<file path="config.mk">
export PLATFORM = sky130hd
export DESIGN_NAME = ex_stage_md_flat
export DESIGN_NICKNAME = d
export VERILOG_FILES = /design/src/rtl/ex_stage_md_if.sv /design/src/rtl/ex_stage_md.sv /design/src/flat_wrapper.sv
export SDC_FILE = /design/constraint.sdc
export NUM_CORES = 2
export LEC_CHECK = 0
export BUFFER_PORTS_ARGS = -buffer_cell sky130_fd_sc_hd__buf_2
export CAP_MARGIN = 20
export CORE_MARGIN = 2
export CORE_UTILIZATION = 50
export DETAILED_ROUTE_END_ITERATION = 8
export PLACE_DENSITY = 0.69
export SKIP_LAST_GASP = 1
export SYNTH_ARGS = -nofsm -noshare
export SYNTH_HDL_FRONTEND = slang
export SYNTH_SLANG_ARGS = --single-unit
</file>
<file path="constraint.sdc">
create_clock -name clk -period 19.8 [get_ports clk]
set_input_delay 5.94 -clock clk [delete_from_list [all_inputs] [get_ports clk]]
set_output_delay 5.94 -clock clk [all_outputs]
set_load 0.005 [all_outputs]
</file>
<file path="src/rtl/ex_stage_md_if.sv">
// rtl/ex_stage_md_if.sv - ID/EX inputs and EX/MEM outputs of the execute stage
// master drives the ID/EX side; slave is the execute stage itself.
interface ex_stage_md_if #(
  parameter int WIDTH  = 32,
  parameter int REG_AW = 5
);
  logic              ex_valid;
  logic [1:0]        ALUop;
  logic [5:0]        funct;
  logic              ALUSrc;
  logic              RegDst;
  logic [WIDTH-1:0]  IDtoEX_PCadd4;
  logic [WIDTH-1:0]  IDtoEX_ReadData1;
  logic [WIDTH-1:0]  IDtoEX_ReadData2;
  logic [WIDTH-1:0]  IDtoEX_Imm;
  logic [25:0]       j_address;
  logic [REG_AW-1:0] IDtoEX_Rt;
  logic [REG_AW-1:0] IDtoEX_Rd;
  logic [1:0]        ForwardA;
  logic [1:0]        ForwardB;
  logic [WIDTH-1:0]  EXtoMEM_ALUresult;
  logic [WIDTH-1:0]  WB_ALUresult;

  logic [WIDTH-1:0]  ALUresult;
  logic              zero;
  logic [WIDTH-1:0]  EX_Rt;
  logic [REG_AW-1:0] RegDest;
  logic [WIDTH-1:0]  Branch_Addr;
  logic [WIDTH-1:0]  Jump_address;
  logic              md_stall;
  logic              md_busy;

  modport master (
    output ex_valid, ALUop, funct, ALUSrc, RegDst, IDtoEX_PCadd4,
           IDtoEX_ReadData1, IDtoEX_ReadData2, IDtoEX_Imm, j_address,
           IDtoEX_Rt, IDtoEX_Rd, ForwardA, ForwardB, EXtoMEM_ALUresult,
           WB_ALUresult,
    input  ALUresult, zero, EX_Rt, RegDest, Branch_Addr, Jump_address,
           md_stall, md_busy
  );

  modport slave (
    input  ex_valid, ALUop, funct, ALUSrc, RegDst, IDtoEX_PCadd4,
           IDtoEX_ReadData1, IDtoEX_ReadData2, IDtoEX_Imm, j_address,
           IDtoEX_Rt, IDtoEX_Rd, ForwardA, ForwardB, EXtoMEM_ALUresult,
           WB_ALUresult,
    output ALUresult, zero, EX_Rt, RegDest, Branch_Addr, Jump_address,
           md_stall, md_busy
  );
endinterface

</file>
<file path="src/rtl/ex_stage_md.sv">
// rtl/ex_stage_md.sv - execute stage with forwarding, ALU, branch/jump targets
// and an iterative 1-bit/cycle multiply/divide unit owning HI/LO.
module ex_stage_md #(
  parameter int WIDTH  = 32,
  parameter int REG_AW = 5
) (
  input  logic          clk,
  input  logic          reset,
  ex_stage_md_if.slave  bus
);
  localparam int CW = $clog2(WIDTH);
  localparam logic [WIDTH-1:0] PC_KEEP = ~WIDTH'(28'hFFF_FFFF);

  localparam logic [5:0] F_ADD  = 6'h20, F_ADDU = 6'h21, F_SUB = 6'h22, F_SUBU = 6'h23;
  localparam logic [5:0] F_AND  = 6'h24, F_OR   = 6'h25, F_XOR = 6'h26, F_NOR  = 6'h27;
  localparam logic [5:0] F_SLT  = 6'h2A, F_SLTU = 6'h2B;

  typedef enum logic [1:0] {S_IDLE, S_RUN, S_FIX} state_t;

  state_t             state_q, state_d;
  logic               busy_q, busy_d;
  logic [CW-1:0]      cnt_q, cnt_d;
  logic [2*WIDTH-1:0] acc_q, acc_d;
  logic [WIDTH-1:0]   op_a_q, op_a_d;
  logic [WIDTH-1:0]   op_b_q, op_b_d;
  logic               div_q, div_d;
  logic               sgn_q, sgn_d;
  logic [WIDTH-1:0]   hi_q, hi_d;
  logic [WIDTH-1:0]   lo_q, lo_d;

  logic [WIDTH-1:0]   fwd_a, fwd_b, alu_b, alu_out, alu_result;
  logic [REG_AW-1:0]  reg_dest;
  logic               r_type, md_code, md_op, md_accept, mt_write;
  logic [WIDTH-1:0]   in_mag_a, in_mag_b, mag_a, mag_b;
  logic [WIDTH-1:0]   mul_add;
  logic [WIDTH:0]     mul_sum, div_trial;
  logic               div_ge;
  logic [WIDTH-1:0]   div_rem;
  logic [2*WIDTH-1:0] mul_next, div_next, prod;
  logic [WIDTH-1:0]   quo, rem, fix_hi, fix_lo;

  always_comb begin
    case (bus.ForwardA)
      2'd1:    fwd_a = bus.WB_ALUresult;
      2'd2:    fwd_a = bus.EXtoMEM_ALUresult;
      default: fwd_a = bus.IDtoEX_ReadData1;
    endcase
    case (bus.ForwardB)
      2'd1:    fwd_b = bus.WB_ALUresult;
      2'd2:    fwd_b = bus.EXtoMEM_ALUresult;
      default: fwd_b = bus.IDtoEX_ReadData2;
    endcase
    alu_b    = bus.ALUSrc ? bus.IDtoEX_Imm : fwd_b;
    reg_dest = bus.RegDst ? bus.IDtoEX_Rd : bus.IDtoEX_Rt;
  end

  always_comb begin
    alu_out = '0;
    case (bus.ALUop)
      2'b00:   alu_out = fwd_a + alu_b;
      2'b01:   alu_out = fwd_a - alu_b;
      2'b11:   alu_out = fwd_a | alu_b;
      default: begin
        case (bus.funct)
          F_ADD, F_ADDU: alu_out = fwd_a + alu_b;
          F_SUB, F_SUBU: alu_out = fwd_a - alu_b;
          F_AND:         alu_out = fwd_a & alu_b;
          F_OR:          alu_out = fwd_a | alu_b;
          F_XOR:         alu_out = fwd_a ^ alu_b;
          F_NOR:         alu_out = ~(fwd_a | alu_b);
          F_SLT:         alu_out = {{(WIDTH-1){1'b0}}, $signed(fwd_a) < $signed(alu_b)};
          F_SLTU:        alu_out = {{(WIDTH-1){1'b0}}, fwd_a < alu_b};
          default:       alu_out = '0;
        endcase
      end
    endcase
  end

  // MD codes are 0x10-0x13 (mf/mt) and 0x18-0x1B (mult/div): funct = 01x0xx.
  always_comb begin
    r_type    = (bus.ALUop == 2'b10);
    md_code   = r_type && (bus.funct[5:4] == 2'b01) && !bus.funct[2];
    md_op     = bus.ex_valid && md_code;
    md_accept = md_op && bus.funct[3] && (state_q == S_IDLE);
    mt_write  = md_op && !bus.funct[3] && bus.funct[0] && !busy_q;
    if (md_code) begin
      if (!bus.funct[3] && !bus.funct[0]) alu_result = bus.funct[1] ? lo_q : hi_q;
      else                                alu_result = '0;
    end else begin
      alu_result = alu_out;
    end
  end

  always_comb begin
    in_mag_a = (!bus.funct[0] && fwd_a[WIDTH-1]) ? -fwd_a : fwd_a;
    in_mag_b = (!bus.funct[0] && fwd_b[WIDTH-1]) ? -fwd_b : fwd_b;
    mag_a    = (sgn_q && op_a_q[WIDTH-1]) ? -op_a_q : op_a_q;
    mag_b    = (sgn_q && op_b_q[WIDTH-1]) ? -op_b_q : op_b_q;

    mul_add  = acc_q[0] ? mag_a : '0;
    mul_sum  = {1'b0, acc_q[2*WIDTH-1:WIDTH]} + {1'b0, mul_add};
    mul_next = {mul_sum, acc_q[WIDTH-1:1]};

    // Restoring step: upper half is the partial remainder, lower half shifts
    // the dividend out and quotient bits in.
    div_trial = acc_q[2*WIDTH-1:WIDTH-1];
    div_ge    = (div_trial >= {1'b0, mag_b});
    div_rem   = div_ge ? WIDTH'(div_trial - {1'b0, mag_b}) : div_trial[WIDTH-1:0];
    div_next  = {div_rem, acc_q[WIDTH-2:0], div_ge};
  end

  always_comb begin
    prod   = (sgn_q && (op_a_q[WIDTH-1] ^ op_b_q[WIDTH-1])) ? -acc_q : acc_q;
    quo    = acc_q[WIDTH-1:0];
    rem    = acc_q[2*WIDTH-1:WIDTH];
    fix_hi = prod[2*WIDTH-1:WIDTH];
    fix_lo = prod[WIDTH-1:0];
    if (div_q) begin
      if (op_b_q == '0) begin
        fix_hi = op_a_q;
        fix_lo = '1;
      end else begin
        fix_lo = (sgn_q && (op_a_q[WIDTH-1] ^ op_b_q[WIDTH-1])) ? -quo : quo;
        fix_hi = (sgn_q && op_a_q[WIDTH-1]) ? -rem : rem;
      end
    end
  end

  always_comb begin
    state_d = state_q;
    busy_d  = busy_q;
    cnt_d   = cnt_q;
    acc_d   = acc_q;
    op_a_d  = op_a_q;
    op_b_d  = op_b_q;
    div_d   = div_q;
    sgn_d   = sgn_q;
    hi_d    = hi_q;
    lo_d    = lo_q;
    case (state_q)
      S_IDLE: begin
        if (md_accept) begin
          state_d = S_RUN;
          busy_d  = 1'b1;
          cnt_d   = CW'(WIDTH-1);
          op_a_d  = fwd_a;
          op_b_d  = fwd_b;
          div_d   = bus.funct[1];
          sgn_d   = !bus.funct[0];
          acc_d   = {{WIDTH{1'b0}}, (bus.funct[1] ? in_mag_a : in_mag_b)};
        end
      end
      S_RUN: begin
        acc_d = div_q ? div_next : mul_next;
        cnt_d = cnt_q - CW'(1);
        if (cnt_q == '0) state_d = S_FIX;
      end
      S_FIX: begin
        state_d = S_IDLE;
        busy_d  = 1'b0;
        hi_d    = fix_hi;
        lo_d    = fix_lo;
      end
      default: begin
        state_d = S_IDLE;
        busy_d  = 1'b0;
      end
    endcase
    // mt* only reaches here when idle, so it can never collide with FIX.
    if (mt_write) begin
      if (bus.funct[1]) lo_d = fwd_a;
      else              hi_d = fwd_a;
    end
  end

  always_ff @(posedge clk or posedge reset) begin
    if (reset) begin
      state_q <= S_IDLE;
      busy_q  <= 1'b0;
      cnt_q   <= '0;
      acc_q   <= '0;
      op_a_q  <= '0;
      op_b_q  <= '0;
      div_q   <= 1'b0;
      sgn_q   <= 1'b0;
      hi_q    <= '0;
      lo_q    <= '0;
    end else begin
      state_q <= state_d;
      busy_q  <= busy_d;
      cnt_q   <= cnt_d;
      acc_q   <= acc_d;
      op_a_q  <= op_a_d;
      op_b_q  <= op_b_d;
      div_q   <= div_d;
      sgn_q   <= sgn_d;
      hi_q    <= hi_d;
      lo_q    <= lo_d;
    end
  end

  assign bus.ALUresult    = alu_result;
  assign bus.zero         = (alu_result == '0);
  assign bus.EX_Rt        = fwd_b;
  assign bus.RegDest      = reg_dest;
  assign bus.Branch_Addr  = bus.IDtoEX_PCadd4 + (bus.IDtoEX_Imm << 2);
  assign bus.Jump_address = (bus.IDtoEX_PCadd4 & PC_KEEP) | WIDTH'({bus.j_address, 2'b00});
  assign bus.md_busy      = busy_q;
  assign bus.md_stall     = busy_q && md_op;
endmodule
</file>
<file path="src/flat_wrapper.sv">
// flat-port wrapper written by rule: the top's interface ports become plain ports
module ex_stage_md_flat 
#(
  parameter int WIDTH  = 32,
  parameter int REG_AW = 5
)
  (clk, reset, bus_ex_valid, bus_ALUop, bus_funct, bus_ALUSrc, bus_RegDst, bus_IDtoEX_PCadd4, bus_IDtoEX_ReadData1, bus_IDtoEX_ReadData2, bus_IDtoEX_Imm, bus_j_address, bus_IDtoEX_Rt, bus_IDtoEX_Rd, bus_ForwardA, bus_ForwardB, bus_EXtoMEM_ALUresult, bus_WB_ALUresult, bus_ALUresult, bus_zero, bus_EX_Rt, bus_RegDest, bus_Branch_Addr, bus_Jump_address, bus_md_stall, bus_md_busy);
  ex_stage_md_if #(.WIDTH(WIDTH), .REG_AW(REG_AW)) bus_i ();
  input  logic clk;
  input  logic reset;
  input wire logic [$bits(bus_i.ex_valid)-1:0] bus_ex_valid;
  input wire logic [$bits(bus_i.ALUop)-1:0] bus_ALUop;
  input wire logic [$bits(bus_i.funct)-1:0] bus_funct;
  input wire logic [$bits(bus_i.ALUSrc)-1:0] bus_ALUSrc;
  input wire logic [$bits(bus_i.RegDst)-1:0] bus_RegDst;
  input wire logic [$bits(bus_i.IDtoEX_PCadd4)-1:0] bus_IDtoEX_PCadd4;
  input wire logic [$bits(bus_i.IDtoEX_ReadData1)-1:0] bus_IDtoEX_ReadData1;
  input wire logic [$bits(bus_i.IDtoEX_ReadData2)-1:0] bus_IDtoEX_ReadData2;
  input wire logic [$bits(bus_i.IDtoEX_Imm)-1:0] bus_IDtoEX_Imm;
  input wire logic [$bits(bus_i.j_address)-1:0] bus_j_address;
  input wire logic [$bits(bus_i.IDtoEX_Rt)-1:0] bus_IDtoEX_Rt;
  input wire logic [$bits(bus_i.IDtoEX_Rd)-1:0] bus_IDtoEX_Rd;
  input wire logic [$bits(bus_i.ForwardA)-1:0] bus_ForwardA;
  input wire logic [$bits(bus_i.ForwardB)-1:0] bus_ForwardB;
  input wire logic [$bits(bus_i.EXtoMEM_ALUresult)-1:0] bus_EXtoMEM_ALUresult;
  input wire logic [$bits(bus_i.WB_ALUresult)-1:0] bus_WB_ALUresult;
  output wire logic [$bits(bus_i.ALUresult)-1:0] bus_ALUresult;
  output wire logic [$bits(bus_i.zero)-1:0] bus_zero;
  output wire logic [$bits(bus_i.EX_Rt)-1:0] bus_EX_Rt;
  output wire logic [$bits(bus_i.RegDest)-1:0] bus_RegDest;
  output wire logic [$bits(bus_i.Branch_Addr)-1:0] bus_Branch_Addr;
  output wire logic [$bits(bus_i.Jump_address)-1:0] bus_Jump_address;
  output wire logic [$bits(bus_i.md_stall)-1:0] bus_md_stall;
  output wire logic [$bits(bus_i.md_busy)-1:0] bus_md_busy;
  assign bus_i.ex_valid = bus_ex_valid;
  assign bus_i.ALUop = bus_ALUop;
  assign bus_i.funct = bus_funct;
  assign bus_i.ALUSrc = bus_ALUSrc;
  assign bus_i.RegDst = bus_RegDst;
  assign bus_i.IDtoEX_PCadd4 = bus_IDtoEX_PCadd4;
  assign bus_i.IDtoEX_ReadData1 = bus_IDtoEX_ReadData1;
  assign bus_i.IDtoEX_ReadData2 = bus_IDtoEX_ReadData2;
  assign bus_i.IDtoEX_Imm = bus_IDtoEX_Imm;
  assign bus_i.j_address = bus_j_address;
  assign bus_i.IDtoEX_Rt = bus_IDtoEX_Rt;
  assign bus_i.IDtoEX_Rd = bus_IDtoEX_Rd;
  assign bus_i.ForwardA = bus_ForwardA;
  assign bus_i.ForwardB = bus_ForwardB;
  assign bus_i.EXtoMEM_ALUresult = bus_EXtoMEM_ALUresult;
  assign bus_i.WB_ALUresult = bus_WB_ALUresult;
  assign bus_ALUresult = bus_i.ALUresult;
  assign bus_zero = bus_i.zero;
  assign bus_EX_Rt = bus_i.EX_Rt;
  assign bus_RegDest = bus_i.RegDest;
  assign bus_Branch_Addr = bus_i.Branch_Addr;
  assign bus_Jump_address = bus_i.Jump_address;
  assign bus_md_stall = bus_i.md_stall;
  assign bus_md_busy = bus_i.md_busy;
  ex_stage_md #(.WIDTH(WIDTH), .REG_AW(REG_AW)) u_core (.clk(clk), .reset(reset), .bus(bus_i));
endmodule
</file>
==> flow_summary_export.csv <==
group,metric,value,unit
floorplanning,dieArea,59300,um^2
floorplanning,core,56600,um^2
hold_path,min_from,"u_core.cnt_q[0]$_DFFE_PP0P_",
clock_network,post_cts_resized,0,
setup_path,worstSetupPathType,"in2out",
timing,hold_violations,0,
synthesis,synth_edf_count,0,
hold_path,whs_path_depth,1,
timing,skew,0.0243,ns
placement,hpwlAfterDp,112,mm
detailed_routing,wl_per_cell,28.7,um
grt,antenna_found_initial,10,
clock_network,holdBufCountCts,0,
hold_path,min_to,"u_core.cnt_q[0]$_DFFE_PP0P_",
finish,drive_gt1_frac,0.133,
finish,final_cell_area,31700,um^2
synthesis,syn_area,28700,um^2
timing,fin_crit_sh,0.948,
setup_path,critPathLaunchType,"input port",
setup_path,worstPathRequired,13.86,ns
power_and_ir_drop,power_frac_clock,0.169,
timing,slew_violations,0,
clock_network,cts_root_buf,"clkbuf_16",
clock_network,htreeDepth,1,
power_and_ir_drop,max-vdd-ir-drop,0.0679,mV
timing,slew_headroom,0.130,
run_status,status,"completed",
floorplanning,start_util,0.507,
synthesis,synth_top_cell_area_share,0.176,
setup_path,cp.arrival,12.83,ns
synthesis,synth_area_leaders,"dfrtp_1 (18%), ha_1 (9.2%), o21ai_0 (7.0%), xnor2_1 (7.0%), a21oi_1 (5.5%)",
hold_path,hold_path_class,"reg2reg",
power_and_ir_drop,p_seq_frac,0.209,
timing,worst_slew_pin_slew,1.29,ns
detailed_routing,drtAntennaViolNets,0,
placement,portBuffers,322,
timing,holdWs,0.495,ns
timing,fin_tns_setup,0,ns
timing,rsz0062_at_grt,"no",
synthesis,yosys_warnings,0,
grt,grt_pass1_vias,30100,
detailed_routing,vias_per_cell,6.77,
synthesis,syn_area_per_cell,7.23,um^2
synthesis,ys_ff_latch,202,
power_and_ir_drop,p_per_area,92.8,nW/um^2
synthesis,seq_area_frac_synth,0.176,
floorplanning,num_io_pins,381,
clock_network,cts_buffers,25,
detailed_routing,drc,0,
synthesis,synth.top_cells.by_count,"o21ai_0 (404), nand2_1 (395), nor2_1 (344)",
finish,nNetsFinal,4584,
grt,groute.usage.overall,0.454,
setup_path,timing.rr.start,"u_core.op_b_q[0]$_DFFE_PP0P_",
placement,placed_area,30800,um^2
setup_path,r2r-end,"u_core.acc_q[56]$_DFFE_PP0P_",
floorplanning,fp.dieW,244,um
floorplanning,rows,87,
detailed_routing,num_vias,33200,
clock_network,post-cts-setup-buffer-count,0,
placement,gp_congestion,1.04,
clock_network,cts_buffer_depth,3,
setup_path,path_max_fanout,25,
synthesis,synth_top_area_cell,"dfrtp_1",
grt,grt_overflow_total,0,
timing,fmax,0.0533,GHz
floorplanning,die_height,244,um
setup_path,r2r_slack,14.06,ns
clock_network,clkSinkCount,202,
synthesis,syn-instance-count,3970,
detailed_routing,drtIter0Drc,4530,
finish,final_util,0.560,
power_and_ir_drop,p_sw,1500,uW
timing,setup_viol,0,
synthesis,synth.most_common_cell,"o21ai_0",
finish,syn2layout_area_growth,10.4,%
power_and_ir_drop,combPwrFrac,0.622,
setup_path,crit_path_end_kind,"output pin",
grt,grt_max_degree,192,
setup_path,r2r_cells,20,
power_and_ir_drop,power.share.switching,0.511,
clock_network,tritoncts,"built",
synthesis,synth_ff_type,"dfrtp_1",
clock_network,worstSkewPairLatency,0.56,ns
synthesis,async_flop_share,1.00,
grt,grt_pass1_wl,203,mm
flow_run,maxCapViolations,0,
power_and_ir_drop,p_int,1440,uW
detailed_routing,routed_wl,141,mm
power_and_ir_drop,p_leak,0.0139,uW
timing,period_needed,18.77,ns
synthesis,yosysUniqueCellTypes,99,
clock_network,clk_pin_slew,0.06,ns
detailed_routing,dr.pass1.iters,8,
how the worst max path moves through the flow:
stage	from	endpoint	slack (ns)
final	bus_ForwardB[0]	bus_zero	1.03
after global routing	bus_ForwardB[0]	bus_zero	0.64
after CTS	bus_ForwardB[0]	bus_zero	1.31
after detailed placement	bus_ForwardB[0]	bus_zero	1.34
after global placement	bus_ForwardB[0]	bus_zero	1.28
after floorplan	bus_ForwardB[0]	bus_zero	2.75
placed cells by master (no fill, tap or decap), types with 41 or more instances in the layout:
cell type	instances
o21ai_0	399
nand2_1	395
nor2_1	343
buf_2	321
a21oi_1	314
xnor2_1	230
ha_1	210
dfrtp_1	201
inv_1	189
mux2i_1	103
buf_4	102
nor3_1	97
xor2_1	90
a211oi_1	78
o211ai_1	72
a31oi_1	71
nand3_1	62
a21o_1	57
a22oi_1	52
o21a_1	49
o221ai_1	47
a221o_1	42
nand2b_1	41
critical path: stages:
cell       delay (ns)
buf_2            0.11
inv_1            0.05
ha_1             0.84
a221o_1          0.30
o21ai_1          0.06
buf_4            0.20
o21ai_0          0.35
ha_1             0.32
inv_1            0.07
fa_1             0.49
mux2_2           0.16
o22ai_1          0.08
a31oi_1          0.20
o21ai_0          0.27
a2111oi_0        0.55
or4bb_1          0.46
nor4_1           0.45
nand4b_1         0.24
nor4b_1          0.47
or4b_1           0.53
or4_1            0.44
nor4_2           0.13
buf_2            0.15
state kept, by name, summed over array words and instances, names as in the netlist:
name,flops
u_core.bus.md_busy,1
u_core.sgn_q,1
u_core.op_a_q,32
u_core.acc_q,64
u_core.state_q,2
u_core.lo_q,32
u_core.hi_q,32
u_core.op_b_q,32
u_core.cnt_q,5
u_core.div_q,1
power by group through the flow:
stage | clock network (uW) | logic (uW) | registers [uW]
floorplan | 0 | 1290 | 527
global placement | 0 | 1760 | 613
detailed placement | 0 | 1760 | 613
CTS | 494 | 1770 | 606
global route | 510 | 1970 | 619
finish | 495 | 1830 | 615
cell type report:
type	count	area, um^2
clock inverter	16	183
clock buffer	29	681
tap	756	946
antenna	5	12.5
inverter	193	732
multi-input combinational	3274	21600
fill	5658	24900
timing repair buffer	428	2430
sequential	202	5060
stage by stage:
step           power [uW]  setup WS, ns  std cells
2_1_floorplan        1820          2.75       3971
3_3_place_gp         2370          1.28       4850
3_5_place_dp         2370          1.34       4851
4_1_cts              2870          1.31       4896
5_1_grt              3100         0.638       4898
6_report             2940          1.03       4903
logic make-up after synthesis:
logic type / count (synthesis) / synth area share
and+or+nand+nor: 1175 / 0.189
adders and majority gates: 215 / 0.0951
buffers and inverters: 495 / 0.0716
muxes: 121 / 0.0430
DFF: 202 / 0.176
xor gates and xnor gates: 320 / 0.0977
AOI/OAI and AO/OA: 1441 / 0.327
other: 1 / 0.000131
per-layer routing:
metal | share of wire | up-vias | global-route usage
met4 | 0.079 | 12 | 0.289
li1 | - | 14800 | -
met2 | 0.41 | 2271 | 0.674
met5 | 0.00058 | - | 0
met3 | 0.12 | 456 | 0.120
met1 | 0.38 | 15700 | 0.582
No activity file was read; power rests on OpenSTA's default activity.
